$ cat config.mk
export PLATFORM = sky130hd
export DESIGN_NAME = fu_cdb_unit
export DESIGN_NICKNAME = d
export VERILOG_FILES = /design/src/rtl/fu_cdb_unit.sv
export SDC_FILE = /design/constraint.sdc
export NUM_CORES = 2
export LEC_CHECK = 0
export ABC_AREA = 1
export BUFFER_PORTS_ARGS = -buffer_cell sky130_fd_sc_hd__buf_2
export CAP_MARGIN = 20
export CELL_PAD_IN_SITES_DETAIL_PLACEMENT = 0
export CELL_PAD_IN_SITES_GLOBAL_PLACEMENT = 1
export CORE_UTILIZATION = 31
export CTS_CLUSTER_SIZE = 24
export DETAILED_ROUTE_END_ITERATION = 12
export PLACE_DENSITY_LB_ADDON = 0.1
export SETUP_SLACK_MARGIN = 0.5
export SYNTH_ARGS = -nofsm -noshare
export SYNTH_HDL_FRONTEND = slang
export SYNTH_SLANG_ARGS = --single-unit
$ cat constraint.sdc
create_clock -name clk -period 7.3 [get_ports clk]
set_input_delay 0.73 -clock clk [delete_from_list [all_inputs] [get_ports clk]]
set_output_delay 0.73 -clock clk [all_outputs]
set_load 0.005 [all_outputs]
$ cat src/rtl/fu_cdb_unit.sv
`timescale 1ns/1ps
`default_nettype none
// ---------------------------------------------------------------------------
// fu_cdb_unit : integer FU (ALU + multi-cycle MUL) with CDB result FIFO
// Revision    : 1.0
// ---------------------------------------------------------------------------
module fu_cdb_unit #(
   parameter int RESULT_DEPTH = 4,
   parameter int MUL_LAT      = 4
) (
   input  logic        clk,
   input  logic        rst,
   input  logic [4:0]  RS_FU_RS_ID,
   input  logic [4:0]  RS_FU_ROBEN,
   input  logic [11:0] RS_FU_opcode,
   input  logic [3:0]  RS_FU_ALUOP,
   input  logic [31:0] RS_FU_Val1,
   input  logic [31:0] RS_FU_Val2,
   input  logic [31:0] RS_FU_Immediate,
   input  logic        ROB_FLUSH_Flag,
   input  logic        CDB_Grant,
   output logic        FU_Is_Free,
   output logic        CDB_Req,
   output logic [4:0]  CDB_ROBEN,
   output logic [31:0] CDB_VAL
);

   localparam int c_PTR_W = $clog2(RESULT_DEPTH);
   localparam int c_CNT_W = $clog2(RESULT_DEPTH + 1);
   localparam int c_MC_W  = $clog2(MUL_LAT);
   localparam logic [c_CNT_W-1:0] c_DEPTH    = c_CNT_W'(RESULT_DEPTH);
   localparam logic [c_MC_W-1:0]  c_MUL_INIT = c_MC_W'(MUL_LAT - 1);
   localparam logic [3:0]         c_OP_MUL   = 4'd11;

   typedef enum logic [0:0] {
      S_IDLE = 1'b0,
      S_MUL  = 1'b1
   } state_t;

   state_t               state_q;
   logic [c_MC_W-1:0]    mul_cnt_q;
   logic [4:0]           mul_tag_q;
   logic [31:0]          mul_a_q;
   logic [31:0]          mul_b_q;
   logic [c_PTR_W-1:0]   rptr_q;
   logic [c_PTR_W-1:0]   wptr_q;
   logic [c_CNT_W-1:0]   count_q;
   logic [c_CNT_W-1:0]   count_d;
   logic [4:0]           tag_mem_q [RESULT_DEPTH];
   logic [31:0]          val_mem_q [RESULT_DEPTH];

   logic [31:0] w_a;
   logic [31:0] w_b;
   logic [31:0] w_alu;
   logic [31:0] w_mul_prod;
   logic        w_has_slot;
   logic        w_pop;
   logic        w_accept;
   logic        w_alu_push;
   logic        w_mul_start;
   logic        w_mul_push;
   logic        w_push;
   logic [4:0]  w_push_tag;
   logic [31:0] w_push_val;
   logic        w_unused_funct;

   assign w_unused_funct = ^RS_FU_opcode[5:0];

   assign w_a = RS_FU_Val1;
   assign w_b = (RS_FU_opcode[11:6] == 6'd0) ? RS_FU_Val2 : RS_FU_Immediate;

   always_comb begin
      w_alu = '0;
      case (RS_FU_ALUOP)
         4'd0:    w_alu = w_a + w_b;
         4'd1:    w_alu = w_a - w_b;
         4'd2:    w_alu = w_a & w_b;
         4'd3:    w_alu = w_a | w_b;
         4'd4:    w_alu = w_a ^ w_b;
         4'd5:    w_alu = ~(w_a | w_b);
         4'd6:    w_alu = w_a << w_b[4:0];
         4'd7:    w_alu = w_a >> w_b[4:0];
         4'd8:    w_alu = $signed(w_a) >>> w_b[4:0];
         4'd9:    w_alu = {31'd0, ($signed(w_a) < $signed(w_b))};
         4'd10:   w_alu = {31'd0, (w_a < w_b)};
         default: w_alu = '0;
      endcase
   end

   assign w_mul_prod  = mul_a_q * mul_b_q;
   assign w_has_slot  = (count_q < c_DEPTH);
   assign w_pop       = (count_q != '0) & CDB_Grant;
   assign FU_Is_Free  = rst & (state_q == S_IDLE) & w_has_slot;
   assign w_accept    = (RS_FU_RS_ID != 5'd0) & FU_Is_Free & ~ROB_FLUSH_Flag;
   assign w_alu_push  = w_accept & (RS_FU_ALUOP != c_OP_MUL);
   assign w_mul_start = w_accept & (RS_FU_ALUOP == c_OP_MUL);
   // A finished multiply may take the slot freed by a same-edge pop.
   assign w_mul_push  = (state_q == S_MUL) & (mul_cnt_q == '0) & (w_has_slot | w_pop)
                        & ~ROB_FLUSH_Flag;
   assign w_push      = w_alu_push | w_mul_push;
   assign w_push_tag  = (state_q == S_MUL) ? mul_tag_q  : RS_FU_ROBEN;
   assign w_push_val  = (state_q == S_MUL) ? w_mul_prod : w_alu;

   always_comb begin
      count_d = count_q;
      case ({w_push, w_pop})
         2'b10:   count_d = count_q + c_CNT_W'(1);
         2'b01:   count_d = count_q - c_CNT_W'(1);
         default: count_d = count_q;
      endcase
   end

   always_ff @(posedge clk or negedge rst) begin
      if (!rst) begin
         state_q   <= S_IDLE;
         mul_cnt_q <= '0;
         mul_tag_q <= '0;
         mul_a_q   <= '0;
         mul_b_q   <= '0;
         rptr_q    <= '0;
         wptr_q    <= '0;
         count_q   <= '0;
      end else if (ROB_FLUSH_Flag) begin
         state_q   <= S_IDLE;
         mul_cnt_q <= '0;
         rptr_q    <= '0;
         wptr_q    <= '0;
         count_q   <= '0;
      end else begin
         case (state_q)
            S_IDLE: begin
               if (w_mul_start) begin
                  mul_tag_q <= RS_FU_ROBEN;
                  mul_a_q   <= w_a;
                  mul_b_q   <= w_b;
                  mul_cnt_q <= c_MUL_INIT;
                  state_q   <= S_MUL;
               end
            end
            S_MUL: begin
               if (mul_cnt_q != '0) begin
                  mul_cnt_q <= mul_cnt_q - c_MC_W'(1);
               end else if (w_mul_push) begin
                  state_q <= S_IDLE;
               end
            end
            default: state_q <= S_IDLE;
         endcase
         if (w_push) wptr_q <= wptr_q + c_PTR_W'(1);
         if (w_pop)  rptr_q <= rptr_q + c_PTR_W'(1);
         count_q <= count_d;
      end
   end

   // Storage needs no reset: count_q gates every read.
   always_ff @(posedge clk) begin
      if (w_push) begin
         tag_mem_q[wptr_q] <= w_push_tag;
         val_mem_q[wptr_q] <= w_push_val;
      end
   end

   assign CDB_Req   = (count_q != '0);
   assign CDB_ROBEN = CDB_Req ? tag_mem_q[rptr_q] : 5'd0;
   assign CDB_VAL   = CDB_Req ? val_mem_q[rptr_q] : 32'd0;

endmodule
`default_nettype wire

==> results.txt <==
----------------------------------------------------
[Power]
  Seq pwr share ... 11.1%
  Areal power density over the cells ... 398 nW/um^2
  Max IR drop VDD ... 0.926 mV
  P_sw ... 8.60 mW
  Standby leakage power ... 21.9 nW
  Power Internal ... 7.72 mW
  Clock network fraction of design power ... 8.4%
  Switching power share of the total ... 52.7%
  Logic gate share of total power ... 80.6%

[Clocking]
  CTS tree ... done
  Insertion delay of the later-clocked pin in the worst-skew pair ... 580 ps
  Clock transition at path regs ... 60 ps
  Root buf cell ... sky130_fd_sc_hd__clkbuf_16
  Number of clock buffers inserted by TritonCTS ... 27
  Max Root-Sink Buffers ... 3
  H-tree levels ... 1
  Count of clock tree sinks ... 227

[Timing]
  Sum Neg Setup Slack ... 0 ps
  Max-slew violation count ... 0
  Final count of hold timing violations ... 0
  Worst slack on hold paths ... 52.8 ps
  Transition at the pin with the smallest max-transition slack ... 1260 ps
  Maximum clock rate ... 0.149 GHz
  Unrepaired setup endpoints after global routing ... true
  Count of endpoints failing setup in the final report ... 0
  Post-layout min period ... 6730 ps
  Final clock period utilization by the worst path ... 92.2%
  Max Clock Skew ... 14.7 ps
  Relative slew slack ... 14.0%

[Die]
  Effective utilization at floorplan ... 31.3%
  Number of placement rows ... 124
  DIE WIDTH ... 342 microns
  Total I/O pin count ... 165
  Core Box Area ... 115000 sq um
  Die Outline Area ... 117000 sq um
  Die height ... 342 microns

[Logic synthesis]
  Sequential element share of the synthesized area ... 17.9%
  Cells after Synth ... 5144
  Most area-consuming cells after synthesis ... sky130_fd_sc_hd__fa_1, sky130_fd_sc_hd__nand2_1, sky130_fd_sc_hd__edfxtp_1
  Post-synth net total ... 5906
  Total number of yosys warnings ... 0
  Yosys top cell area share ... 22.9%
  Most used flip-flop cell after synthesis ... sky130_fd_sc_hd__edfxtp_1
  Flip-flop and latch count after synthesis ... 227
  Share of flip-flops with an asynchronous set or reset after synthesis ... 34.8%
  Dominant cell by count in the synthesized netlist ... sky130_fd_sc_hd__nand2_1
  Post-synthesis cell type count ... 57
  Cell types with the highest counts after synthesis ... sky130_fd_sc_hd__nand2_1, sky130_fd_sc_hd__inv_1, sky130_fd_sc_hd__nand3_1, sky130_fd_sc_hd__fa_1, sky130_fd_sc_hd__nor2_1
  Yosys top cell by area ... sky130_fd_sc_hd__fa_1
  Number of enable flip-flop cells after synthesis ... 148
  Mean cell area of the mapped netlist ... 6.97 sq um
  Post-synthesis cell area ... 35900 sq um

[Route]
  Detailed-route wire length ... 154000 microns
  Drt drc ... 0
  Detailed-route vias per instance ... 4.98
  Via count ... 33900
  Per-cell routed wire length ... 22.7 microns
  Count of antenna-violating nets left after detailed routing ... 0
  Drt first pass iters ... 9
  Violation count after the first detailed-routing iteration ... 2294

[Global routing]
  Global-route congestion overflow total ... 0
  All-Layer GR Usage ... 26.1%
  First-pass GRT wire length ... 225000 microns
  Initial antenna violation count ... 5
  Vias in the first global route ... 33800
  Largest net degree at the start of global routing ... 90

[Worst setup path]
  Data arrival time of the critical path ... 7030 ps
  Nature of the critical path endpoint ... register
  CP required ... 7600 ps
  Minimum setup slack among reg-to-reg paths ... 570 ps
  Critical path peak fanout ... 15
  Worst Setup Path Type ... reg -> reg
  Worst reg2reg endpoint ... val_mem_q[1][29]$_DFFE_PP_
  Cell count of the worst reg-to-reg path ... 23
  Worst Setup Start Kind ... register
  Reg2reg start ... mul_b_q[3]$_DFFE_PN0P_
  Launching instance or port of the critical path ... mul_b_q[3]$_DFFE_PN0P_

[Cells and area]
  Area growth from synthesis to layout ... 14.4%
  Fraction of final layout cells with drive strength greater than 1 ... 11.3%
  Number of antenna cells inserted ... 0
  Util after Layout ... 35.8%
  Design area ... 41000 sq um
  Net total in the final layout ... 6020

[Place]
  GPL Wtd Cong ... 0.957
  Post-DP Area ... 38900 sq um
  Final HPWL from detailed placement ... 119000 microns
  Port bufs ... 158

[Job]
  Number of maximum-capacitance violations ... 0

[Outcome]
  Run status ... completed

[Hold path]
  Worst min path class ... in -> async

----------------------------------------------------
==> metrics by stage <==
step / std cells / setup slack (ps) / power [mW]
CTS: 6755 / 484 / 14.4
finish: 6791 / 568 / 16.3
detailed placement: 6691 / 94.6 / 12.0
floorplan: 5144 / 726 / 7.93
global placement: 6690 / 123 / 12.0
global route: 6791 / 337 / 17.8
==> sequential cells by signal, summed over array words and instances (netlist names) <==
| register | flops |
|---|---|
| rptr_q | 2 |
| mul_a_q | 32 |
| count_q | 3 |
| mul_tag_q | 5 |
| tag_mem_q | 20 |
| mul_b_q | 32 |
| wptr_q | 2 |
| mul_cnt_q | 2 |
| state_q | 1 |
| val_mem_q | 128 |
==> area by class of cell <==
cell class                      instances  area, sq um
Fill cell                           12500        73500
Multi-Input combinational cell       3642        25300
Sequential cell                       227         6470
Inverter                             1019         3830
Timing Repair Buffer                  341         2670
Tap cell                             1512         1890
Clock buffer                           39          751
Clock inverter                         11          140
==> worst max-delay path: stages (launching register included) <==
cell and delay [ps]:
sky130_fd_sc_hd__dfrtp_2 390, sky130_fd_sc_hd__buf_4 150, sky130_fd_sc_hd__clkbuf_16 190, sky130_fd_sc_hd__nand2_1 90, sky130_fd_sc_hd__fa_1 510, sky130_fd_sc_hd__inv_1 50, sky130_fd_sc_hd__fa_1 470, sky130_fd_sc_hd__inv_1 50
sky130_fd_sc_hd__fa_1 510, sky130_fd_sc_hd__fa_1 560, sky130_fd_sc_hd__inv_1 50, sky130_fd_sc_hd__fa_1 500, sky130_fd_sc_hd__fa_2 590, sky130_fd_sc_hd__fa_2 460, sky130_fd_sc_hd__fa_1 550, sky130_fd_sc_hd__ha_4 240
sky130_fd_sc_hd__nand2_4 110, sky130_fd_sc_hd__nor2_4 40, sky130_fd_sc_hd__buf_4 120, sky130_fd_sc_hd__a211oi_2 220, sky130_fd_sc_hd__o211ai_1 190, sky130_fd_sc_hd__buf_4 180, sky130_fd_sc_hd__o21ai_2 110, sky130_fd_sc_hd__nand2_2 110
==> layer usage <==
layer / track usage (%) / routed length, microns / vias to the layer above
met5: 0 / 0 / -
met3: 1.62 / 6070 / 192
li1: - / - / 16200
met2: 44.5 / 73600 / 860
met4: 10.6 / 7300 / 0
met1: 34.1 / 67000 / 16600
==> power groups by stage <==
stage	combinational [mW]	clock, mW	sequential (mW)
6_report	13.1	1.36	1.81
4_1_cts	11.2	1.40	1.81
3_5_place_dp	10.1	0	1.84
2_1_floorplan	6.29	0	1.64
3_3_place_gp	10.2	0	1.83
5_1_grt	14.5	1.44	1.84
==> how the worst max path moves through the flow <==
stage               cells after the start                          to  slack [ps]
floorplan                              25  val_mem_q[0][30]$_DFFE_PP_         730
global placement                       23  val_mem_q[2][28]$_DFFE_PP_         120
detailed placement                     23  val_mem_q[0][28]$_DFFE_PP_          90
CTS                                    24  val_mem_q[1][29]$_DFFE_PP_         480
global route                           25  val_mem_q[1][27]$_DFFE_PP_         340
finish                                 23  val_mem_q[1][29]$_DFFE_PP_         570
==> kinds of logic (layout without fill, tap and decap cells) <==
group,Yosys count,in the layout,synth area share [%]
flops,227,227,17.9
compound gates,658,658,10.2
buf+inv,1275,1410,13.6
xor+xnor,23,23,0.561
fa+ha+maj,636,636,30.8
simple gates,2325,2325,26.9
==> placed cells by master, fill, tap and decap left out, drive strengths merged, types with 15 or more instances in the layout <==
cell type / n
o21bai: 16
nor3: 27
a221oi: 17
nand2: 1389
edfxtp: 148
nand3: 469
dfrtp: 79
ha: 225
a21oi: 195
fa: 411
a31oi: 15
or2: 35
inv: 1018
nor2: 339
xor2: 16
buf: 338
o22ai: 25
o21ai: 324
nand4: 48
o211ai: 21
clkbuf: 42
==> what timing repair did <==
action	4_1_cts	5_1_grt
cloned	1	3
endpoints found under the setup margin	64	72
hold buffers	0	0
resized for setup	83	130
setup buffers	13	33
pin swaps	23	86
Note: power is estimated with default switching activity, not from simulation.
